==> config.mk <==
export PLATFORM = sky130hd
export DESIGN_NAME = imem_fetch_ctrl
export DESIGN_NICKNAME = d
export VERILOG_FILES = /design/src/rtl/imem_fetch_ctrl.sv
export SDC_FILE = /design/constraint.sdc
export NUM_CORES = 1
export LEC_CHECK = 0
export ABC_AREA = 1
export ABC_CLOCK_PERIOD_IN_PS = 2700
export CAP_MARGIN = 25
export CORE_MARGIN = 2
export CORE_UTILIZATION = 43
export CTS_BUF_LIST = sky130_fd_sc_hd__clkbuf_4 sky130_fd_sc_hd__clkbuf_8
export DETAILED_ROUTE_END_ITERATION = 7
export GPL_TIMING_DRIVEN = 0
export PLACE_DENSITY = 0.95
export SYNTH_ARGS = -nofsm -noshare
export SYNTH_HDL_FRONTEND = slang
export SYNTH_SLANG_ARGS = --single-unit
export TNS_END_PERCENT = 5
==> constraint.sdc <==
create_clock -name clk -period 2.7 [get_ports clk]
set_input_delay 0.81 -clock clk [delete_from_list [all_inputs] [get_ports clk]]
set_output_delay 0.81 -clock clk [all_outputs]
set_load 0.05 [all_outputs]
==> src/rtl/imem_fetch_ctrl.sv <==
// Instruction-memory fetch controller.
// LOAD: a byte-serial loader fills instruction memory from address 0 upward.
// RUN:  the CPU fetches 32-bit little-endian words with one cycle of latency.
//       Illegal addresses raise a one-cycle fault pulse.
module imem_fetch_ctrl #(
    parameter int          A_length = 12,
    parameter int          D_length = 8,
    parameter logic [31:0] BASE     = 32'hBFC00000
) (
    input  logic                clk,
    input  logic                rst,
    input  logic                ld_valid,
    input  logic [D_length-1:0] ld_data,
    input  logic                ld_last,
    output logic                ld_ready,
    input  logic                reload,
    input  logic [31:0]         pc,
    input  logic                fetch_req,
    input  logic                fetch_stall,
    input  logic                flush,
    output logic [31:0]         instr,
    output logic                instr_valid,
    output logic                fetch_fault,
    output logic [A_length-1:0] mem_A,
    output logic                mem_we,
    output logic [D_length-1:0] mem_WD,
    input  logic [31:0]         mem_RD,
    output logic [A_length:0]   load_count,
    output logic                running
);

    typedef enum logic {
        S_LOAD = 1'b0,
        S_RUN  = 1'b1
    } state_t;

    // Count value of the beat that writes the top byte, and the saturated count.
    localparam logic [A_length:0] CNT_LAST = {1'b0, {A_length{1'b1}}};
    localparam logic [A_length:0] CNT_FULL = {1'b1, {A_length{1'b0}}};

    state_t              state_q, state_d;
    logic [A_length:0]   load_count_q, load_count_d;
    logic [31:0]         instr_q, instr_d;
    logic                instr_valid_q, instr_valid_d;
    logic                fetch_fault_q, fetch_fault_d;

    logic                in_load;
    logic                beat;
    logic                pc_legal;

    assign in_load  = (state_q == S_LOAD);
    assign beat     = ld_valid & in_load;
    assign pc_legal = (pc[31:A_length] == BASE[31:A_length]) && (pc[1:0] == 2'b00);

    // Memory port: loader drives address/data in LOAD, the CPU pc drives the address in RUN.
    always_comb begin
        ld_ready = in_load;
        running  = ~in_load;
        mem_we   = beat;
        mem_WD   = beat ? ld_data : '0;
        mem_A    = in_load ? load_count_q[A_length-1:0] : pc[A_length-1:0];
    end

    assign load_count  = load_count_q;
    assign instr       = instr_q;
    assign instr_valid = instr_valid_q;
    assign fetch_fault = fetch_fault_q;

    // Next-state logic: loader progress in LOAD, fetch capture with flush > stall > request priority in RUN.
    always_comb begin
        state_d       = state_q;
        load_count_d  = load_count_q;
        instr_d       = instr_q;
        instr_valid_d = instr_valid_q;
        fetch_fault_d = 1'b0;

        if (in_load) begin
            instr_valid_d = 1'b0;
            if (beat) begin
                if (load_count_q != CNT_FULL) begin
                    load_count_d = load_count_q + 1'b1;
                end
                // The top-address beat ends the load even without ld_last, so nothing wraps.
                if (ld_last || (load_count_q == CNT_LAST)) begin
                    state_d = S_RUN;
                end
            end
        end else begin
            if (reload) begin
                state_d       = S_LOAD;
                load_count_d  = '0;
                instr_valid_d = 1'b0;
            end else if (flush) begin
                // Drop the held word and any fetch issued this cycle, fault included.
                instr_valid_d = 1'b0;
            end else if (fetch_stall) begin
                instr_valid_d = instr_valid_q;
            end else if (fetch_req) begin
                if (pc_legal) begin
                    instr_d       = mem_RD;
                    instr_valid_d = 1'b1;
                end else begin
                    instr_valid_d = 1'b0;
                    fetch_fault_d = 1'b1;
                end
            end else begin
                instr_valid_d = 1'b0;
            end
        end
    end

    // State and output registers; reset abandons any load or fetch in progress.
    always_ff @(posedge clk or posedge rst) begin
        if (rst) begin
            state_q       <= S_LOAD;
            load_count_q  <= '0;
            instr_q       <= '0;
            instr_valid_q <= 1'b0;
            fetch_fault_q <= 1'b0;
        end else begin
            state_q       <= state_d;
            load_count_q  <= load_count_d;
            instr_q       <= instr_d;
            instr_valid_q <= instr_valid_d;
            fetch_fault_q <= fetch_fault_d;
        end
    end

endmodule

# [After elaboration in Yosys (flattened, before gate mapping)]
# Cells that the tools add are included.
[op_classes] add_sub_neg=1 n_eq_ne=5 mux=22 bitwise=5 reduce_logical=7
[op_table] operator="13-bit 2-to-1 mux" count=4
[op_table] operator="20-bit == test (second input constant)" count=1
[op_table] operator="1-bit 2-to-1 mux" count=16
[op_table] operator="13-bit by 1-bit adder with 13-bit output (second input constant)" count=1
[op_table] operator="13-bit by 12-bit == test with 1-bit output (second input constant)" count=1
[op_table] operator="13-bit inequality test (second input constant)" count=1
[op_table] operator="12-bit 2-to-1 mux" count=1
[op_table] operator="8-bit 2-to-1 mux" count=1
[op_table] operator="6-bit AND reduction" count=1
[op_table] operator="4-bit inequality test (second input constant)" count=1
[op_table] operator="1-bit inverter" count=4
[op_table] operator="2-bit nonzero test" count=2
[op_table] operator="3-bit AND reduction" count=1
[op_table] operator="2-bit zero test" count=1
[op_table] operator="2-bit inequality test (second input constant)" count=1
[op_table] operator="1-bit AND" count=1
[op_table] operator="1-bit logical AND" count=1
[op_table] operator="1-bit logical OR" count=1
[totals] reg_bits=48 input_bits=80 output_inout_bits=70

# [Depth between registers and ports, before layout]
# Gate-level depths: netlist of run 1.
[depth] word_depth=8 depth_mapped=10 mapped_depth_nobuf=9

# [Least setup slack after synthesis of run 1]
# No wires, ideal clock.
[synth_timing] kind="flip-flop to output port" start="reg state_q (netlist: running)" end="out mem_A[11]" arrival_ns=2.100 setup_slack_ns=-0.210 path_stages_with_launch=4 path_buffers=2 path_cell_list="dfrtp_1 buf_4 clkbuf_1 o21ai_0"
[synth_between] elab_chain_cells=1
[synth_lines] element="start: declaration" line="41" rtl="state_t state_q, state_d;"
[synth_lines] element="start signal: assignment" line="121" rtl="state_q <= state_d;"
[synth_lines] element="12-bit 2-to-1 mux" line="61" rtl="mem_A = in_load ? load_count_q[A_length-1:0] : pc[A_length-1:0];"
[synth_lines] element="end: declaration" line="24" rtl="output logic [A_length-1:0] mem_A,"
# Every way passes these cells.

# [Worst setup path after layout of run 1]
[layout_timing] start="in pc[11]" end="out mem_A[11]"
[layout_between] elab_chain_cells=1
[layout_lines] element="start: declaration" line="17" rtl="input logic [31:0] pc,"
[layout_lines] element="12-bit 2-to-1 mux" line="61"
# Every way passes these cells.

==> results of run 1 <==
[stage by stage]
step	power, uW	setup TNS (ps)	area, um2
CTS	1940	-383	4290
floorplan	1200	-2070	2640
global placement	1510	-16340	4230
finish	1930	-220	4270
global route	2020	-718	4270
detailed placement	1530	-8460	4250
[tightest hold or removal path: cells and delay by family (launching register included)]
family,cells,cell delay (ps)
flops,1,350
simple gates,2,100
[synth_stat cells]
| master | n | area [um2] |
|---|---|---|
| nand2_1 | 132 | 495 |
| dfrtp_1 | 48 | 1200 |
| nor2_1 | 40 | 150 |
| nand4_1 | 37 | 231 |
| inv_1 | 27 | 101 |
| o21ai_0 | 26 | 130 |
| nand3_1 | 17 | 85.1 |
| buf_2 | 8 | 40.0 |
| buf_4 | 4 | 30.0 |
| buf_6 | 3 | 33.8 |
| clkbuf_1 | 3 | 11.3 |
| ha_1 | 2 | 25.0 |
| inv_2 | 2 | 7.51 |
| nand2_2 | 2 | 12.5 |
| xor2_1 | 2 | 17.5 |
| a21oi_1 | 1 | 5.00 |
| nand3_4 | 1 | 17.5 |
| nor2_2 | 1 | 6.26 |
| nor3_1 | 1 | 5.00 |
| nor3_2 | 1 | 10.0 |
| nor3_4 | 1 | 16.3 |
| nor3b_1 | 1 | 7.51 |
[cell families (layout without fill, tap and decap cells)]
| family | Yosys count | after routing | share of synthesized area |
|---|---|---|---|
| AOI/OAI and AO/OA | 27 | 27 | 0.0512 |
| xor gates and xnor gates | 2 | 2 | 0.00664 |
| buffers and inverters | 47 | 204 | 0.0848 |
| DFF | 48 | 48 | 0.455 |
| adders and majority gates | 2 | 2 | 0.00948 |
| and+or+nand+nor | 234 | 234 | 0.393 |
[registers in the layout, summed over array words and instances, names as in the netlist]
name,cells
fetch_fault,1
instr,32
instr_valid,1
load_count,13
running,1
[metal layers]
layer	share of wire	track usage	vias to the layer above
met5	0	0	-
met2	0.50	0.454	175
met3	0.10	0.0598	21
met1	0.37	0.294	1414
li1	-	-	1481
met4	0.025	0.0900	0
[what timing repair did]
item,4_1_cts,5_1_grt
buffers inserted,0,0
endpoints found under the setup margin,21,11
resized for setup,74,8
hold endpoints to repair,0,0
[power groups by stage]
stage	registers [uW]	logic [uW]	clock network [uW]
floorplan	890	312	0
global placement	807	704	0
detailed placement	807	718	0
CTS	794	695	451
global route	800	734	485
finish	796	687	444
[cells in the final DEF (no fill, tap or decap), types with 2 or more instances in the layout]
cell / n
inv_1: 26
nand2_1: 132
clkbuf_2: 3
nor2_1: 40
ha_1: 2
nand4_1: 37
buf_6: 3
xor2_1: 2
inv_2: 3
buf_4: 4
clkdlybuf4s50_1: 128
buf_2: 19
o21ai_0: 26
clkbuf_1: 3
nand3_1: 17
dfrtp_1: 48
clkbuf_8: 6
clkdlybuf4s15_1: 7
nand2_2: 2
[layout make-up]
cell class,instances,area share
clock buffer,6,0.0194
buffer,18,0.0270
inverter,29,0.0255
tap,75,0.0220
multi-input combinational,265,0.285
sequential,48,0.282
timing repair buffer,150,0.338
clock inverter,1,0.00205
[worst max-delay path by stage]
stage / slack, ps / start / to / cells past startpoint
after floorplan: -210 / running / mem_A[11] / 3
after global placement: -500 / pc[0] / mem_A[0] / 4
after detailed placement: -500 / pc[0] / mem_A[0] / 4
after CTS: -60 / pc[11] / mem_A[11] / 4
after global routing: -120 / running / mem_A[10] / 5
final: -50 / pc[11] / mem_A[11] / 4
==> reports/qor.txt, run 1 <==
DP HPWL = 6840 um
LEAKAGE = 0.00206 uW
CP max-delay cell = clkdlybuf4s15_1
Port Buffer Count = 149
vias = 3,091
hold path cells = 2
CP Max Fanout = 1
GP Congestion = 0.917
cell family with the largest share of critical-path delay = buffers and inverters
R2R Setup Slk = 910 ps
Crit path arrival time = 1940 ps
Seq pwr share = 0.413
Setup violations, final = 7
internal power = 1200 uW
Setup WS post-layout = -47.8 ps
slew margin rel. = 0.636
area grow syn2layout = 61.6%
GRT Overall Usage = 0.254
Core Box Area = 5920 um2
slew at the pin with the worst max-slew slack = 545 ps
buffers and inverters on the worst path = 2
GR Overflow Total = 0
pins over their slew limit = 0
status = complete, but fails checks
WHS Endpoint = instr[23]
failing checks = setup timing
Fin Clk Skew = 7.15 ps
drt initial violations = 125
VDD IR-drop max = 0.268 mV
total I/O pin count = 150
Num CTS Buffers = 5
Longest Clk Path Bufs = 2
Post-Syn Area = 2640 um2
Worst Reg-to-Reg Cells = 10
Initial Utilization = 0.446
post-cts hold buffer count = 0
syn avg cell area = 7.33 um2
DRC Markers = 0
initial antenna violation count = 0
reg-to-reg startpoint = load_count[0]
DR pass1 iterations = 4
CTS clock-pin slew for the worst setup and hold paths = 90 ps
global-route wire length before repair = 13,300 um
num rows = 28
Nets = 599
Die Height = 82.4 um
post-synthesis cell count = 360
ANT nets after route = 0
CTS tree = built
syn nets = 442
Vias/cell = 5.22
Distinct cells, synth = 22
RSZ-0062 raised after global routing = true
largest net degree at the start of global routing = 30
HP Start = instr[23]
Psw = 732 uW
Fillers = 480
RR Endpoint = load_count[5]
fraction of layout cells with a size suffix above 1 = 0.0890
WL final = 8590 um
CTS H-tree lvls = 2
Power per Cell Area = 452 nW/um2
Root Driver = clkbuf_8
Ant. Diodes = 0
max-cap viol count = 0
final core occ = 0.721
Seq/Total Area, Yosys = 0.455
CTS Sinks = 48
Comb power frac = 0.357
wire per inst = 14.5 um
final hold slack = 482 ps
crit end category = output pin
pre-CTS setup slack = -499 ps
Clock Power Share = 0.230
crit path launch type = input port
Period Utilization, post-route = 1.02
min cycle time layout = 2750 ps
Crit path largest cell delay = 520 ps
Sw Share = 0.380
Worst Setup Path Type = in -> out
register area = 1200 um2
Synth Warn # = 0
Hold WC Path Type = reg -> reg
Max Fclk = 364 MHz
Fin. Hold Viols = 0
vias in the first global route = 2,879
die area = 6780 um2
Placed Cells = 585
clk_lat worst skew = 300 ps
Synth Register Bits = 48
Multi-input gate area = 1210 um2
CP Cell Sequence = clkdlybuf4s50_1, nand2_1, o21ai_0, clkdlybuf4s15_1
final cell count without fillers = 592
required time of the critical path = 1890 ps
die width = 82.4 um
Power figures use the tool's default switching activity.
==> run 2, diff against run 1 <==
CAP_MARGIN = 0   (was 25)
PLACE_DENSITY = 0.89   (was 0.95)
==> run 2 against run 1 <==
Compared with the run above: the run still ends with setup timing left; combinational power rose by 1%; clock skew rose by 1.1 ps; maximum frequency fell by 2.3%; register-to-register slack barely moved; design area barely moved; die area did not move; core utilization barely moved; critical path type unchanged; critical endpoint is now mem_A[1]; largest power group unchanged; highest routed layer unchanged.
==> reports/qor.txt, run 2 (synthesis results as in run 1) <==
status = complete, but fails checks
failing checks = setup timing
Crit path arrival time = 2000 ps (+60 ps)
clk_lat worst skew = 290 ps (about the same)
Multi-input gate area = 1210 um2 (unchanged)
CTS H-tree lvls = 2 (unchanged)
Period Utilization, post-route = 1.04 (+0.0244)
slew at the pin with the worst max-slew slack = 547 ps (+2.96 ps)
Port Buffer Count = 149 (unchanged)
CTS clock-pin slew for the worst setup and hold paths = 80 ps (about the same)
DR pass1 iterations = 5 (+1)
crit end category = output pin
CTS tree = built
commonest non-fill, non-tap cell in the layout = nand2_1
GRT Overall Usage = 0.250 (-0.00359)
number of flip-flops in the largest register = 32 (unchanged)
crit path launch type = input port
Clock Power Share = 0.218 (-0.012)
required time of the critical path = 1890 ps (about the same)
Hold WC Path Type = reg -> reg
Vias/cell = 5.10 (-2.3%)
min cycle time layout = 2810 ps (+65.9 ps)
vias in the first global route = 2,809 (-2.4%)
drt initial violations = 162 (+30%)
Power per Cell Area = 446 nW/um2 (-1.2%)
Root Driver = clkbuf_8
Setup WS post-layout = -114 ps (-65.9 ps)
num rows = 28 (unchanged)
Die Height = 82.4 um (unchanged)
internal power = 1170 uW (-1.8%)
RSZ-0062 raised after global routing = true
final core occ = 0.721 (about the same)
Ant. Diodes = 0 (unchanged)
Comb power frac = 0.365 (+0.008)
DP HPWL = 6930 um (+1.3%)
ANT nets after route = 0 (unchanged)
vias = 3,025 (-2.1%)
Nets = 599 (unchanged)
CTS Sinks = 48 (unchanged)
Psw = 731 uW (-0.13%)
Seq pwr share = 0.416 (+0.003)
die area = 6780 um2 (unchanged)
DRC Markers = 0 (unchanged)
Worst Reg-to-Reg Cells = 8 (-2)
area grow syn2layout = 61.7% (about the same)
Longest Clk Path Bufs = 2 (unchanged)
WL final = 8600 um (+0.10%)
Sw Share = 0.384 (+0.00400)
post-route total power = 1910 uW (-1.2%)
GR Overflow Total = 0 (unchanged)
Setup violations, final = 7 (unchanged)
initial antenna violation count = 0 (unchanged)
Fin Clk Skew = 8.29 ps (+1.14 ps)
register area = 1200 um2 (unchanged)
die width = 82.4 um (unchanged)
Max Fclk = 355 MHz (-2.3%)
slew margin rel. = 0.634 (-0.00198)
Post CTS Setup Buffer Count = 0 (unchanged)
max-cap viol count = 0 (unchanged)
Area after DPL = 4250 um2 (unchanged)
CP Max Fanout = 2 (+1)
LEAKAGE = 0.00206 uW (+0.16%)
Fillers = 497 (+3.5%)
pins over their slew limit = 0 (unchanged)
Fin. Hold Viols = 0 (unchanged)
Worst Setup Path Type = in -> out
GP Congestion = 0.934 (+1.9%)
fraction of layout cells with a size suffix above 1 = 0.0927 (+0.00369)
Initial Utilization = 0.446 (unchanged)
VDD IR-drop max = 0.304 mV (+13%)
commonest non-fill, non-tap cells in the layout = 132 x nand2_1, 128 x clkdlybuf4s50_1, 48 x dfrtp_1
Finished Cell Area = 4270 um2 (about the same)
global-route wire length before repair = 13,100 um (-1.5%)
Num CTS Buffers = 5 (unchanged)
largest net degree at the start of global routing = 27 (-10%)
Core Box Area = 5920 um2 (unchanged)
hold path cells = 2 (unchanged)
total I/O pin count = 150 (unchanged)
wire per inst = 14.5 um (about the same)
==> run 2: through the flow <==
step	setup slack, ps	hold slack [ps]	instances	setup TNS (ps)
2_1_floorplan	-210	750	360	-2070
3_3_place_gp	-499	454	584	-16400
3_5_place_dp	-532	457	585	-8630
4_1_cts	-127	480	593	-499
5_1_grt	-153	502	593	-663
6_report	-114	476	593	-317
==> run 2: worst paths after layout <==
| path | from | to | slack (ps) |
|---|---|---|---|
| worst max-delay path | pc[1] | mem_A[1] | -110 |
| min in group asynchronous | rst | instr[5] | 860 |
| worst min-delay path | instr[10] | instr[10] | 480 |
| worst max register to register | load_count[0] | load_count[12] | 910 |
| worst min register to register | instr[10] | instr[10] | 480 |
| max in group asynchronous | rst | instr[15] | 1330 |
==> run 2: per-layer routing <==
layer  global-route usage  vias to the layer above  part of all wire
met5                    0                        -                 0
li1                     -                     1480                 -
met1                0.301                     1376              0.38
met2                0.450                      155              0.51
met3               0.0500                       14             0.091
met4               0.0717                        0             0.018
==> run 2: timing repair <==
action | CTS | global route
hold buffers | 0 | 0
pin swaps | 0 | 0
resized for setup | 70 | 14
hold endpoints to repair | 0 | 0
endpoints found under the setup margin | 21 | 14
==> run 2: final cells by class <==
type,instances,area share
Multi-Input combinational cell,265,0.285
Timing Repair Buffer,150,0.339
Buffer,18,0.0273
Tap cell,75,0.0220
Clock buffer,5,0.0161
Clock inverter,3,0.00440
Sequential cell,48,0.281
Inverter,29,0.0255
==> run 2: critical path, cell delays in order <==
cell             delay (ps)
clkdlybuf4s50_1         520
nand2_1                  70
o21ai_0                  80
clkdlybuf4s15_1         520
==> run 2: power groups by stage <==
| stage | combinational (uW) | sequential [uW] | clock, uW |
|---|---|---|---|
| 3_3_place_gp | 705 | 804 | 0 |
| 6_report | 696 | 793 | 416 |
| 4_1_cts | 703 | 791 | 427 |
| 2_1_floorplan | 312 | 890 | 0 |
| 5_1_grt | 744 | 798 | 463 |
| 3_5_place_dp | 724 | 806 | 0 |
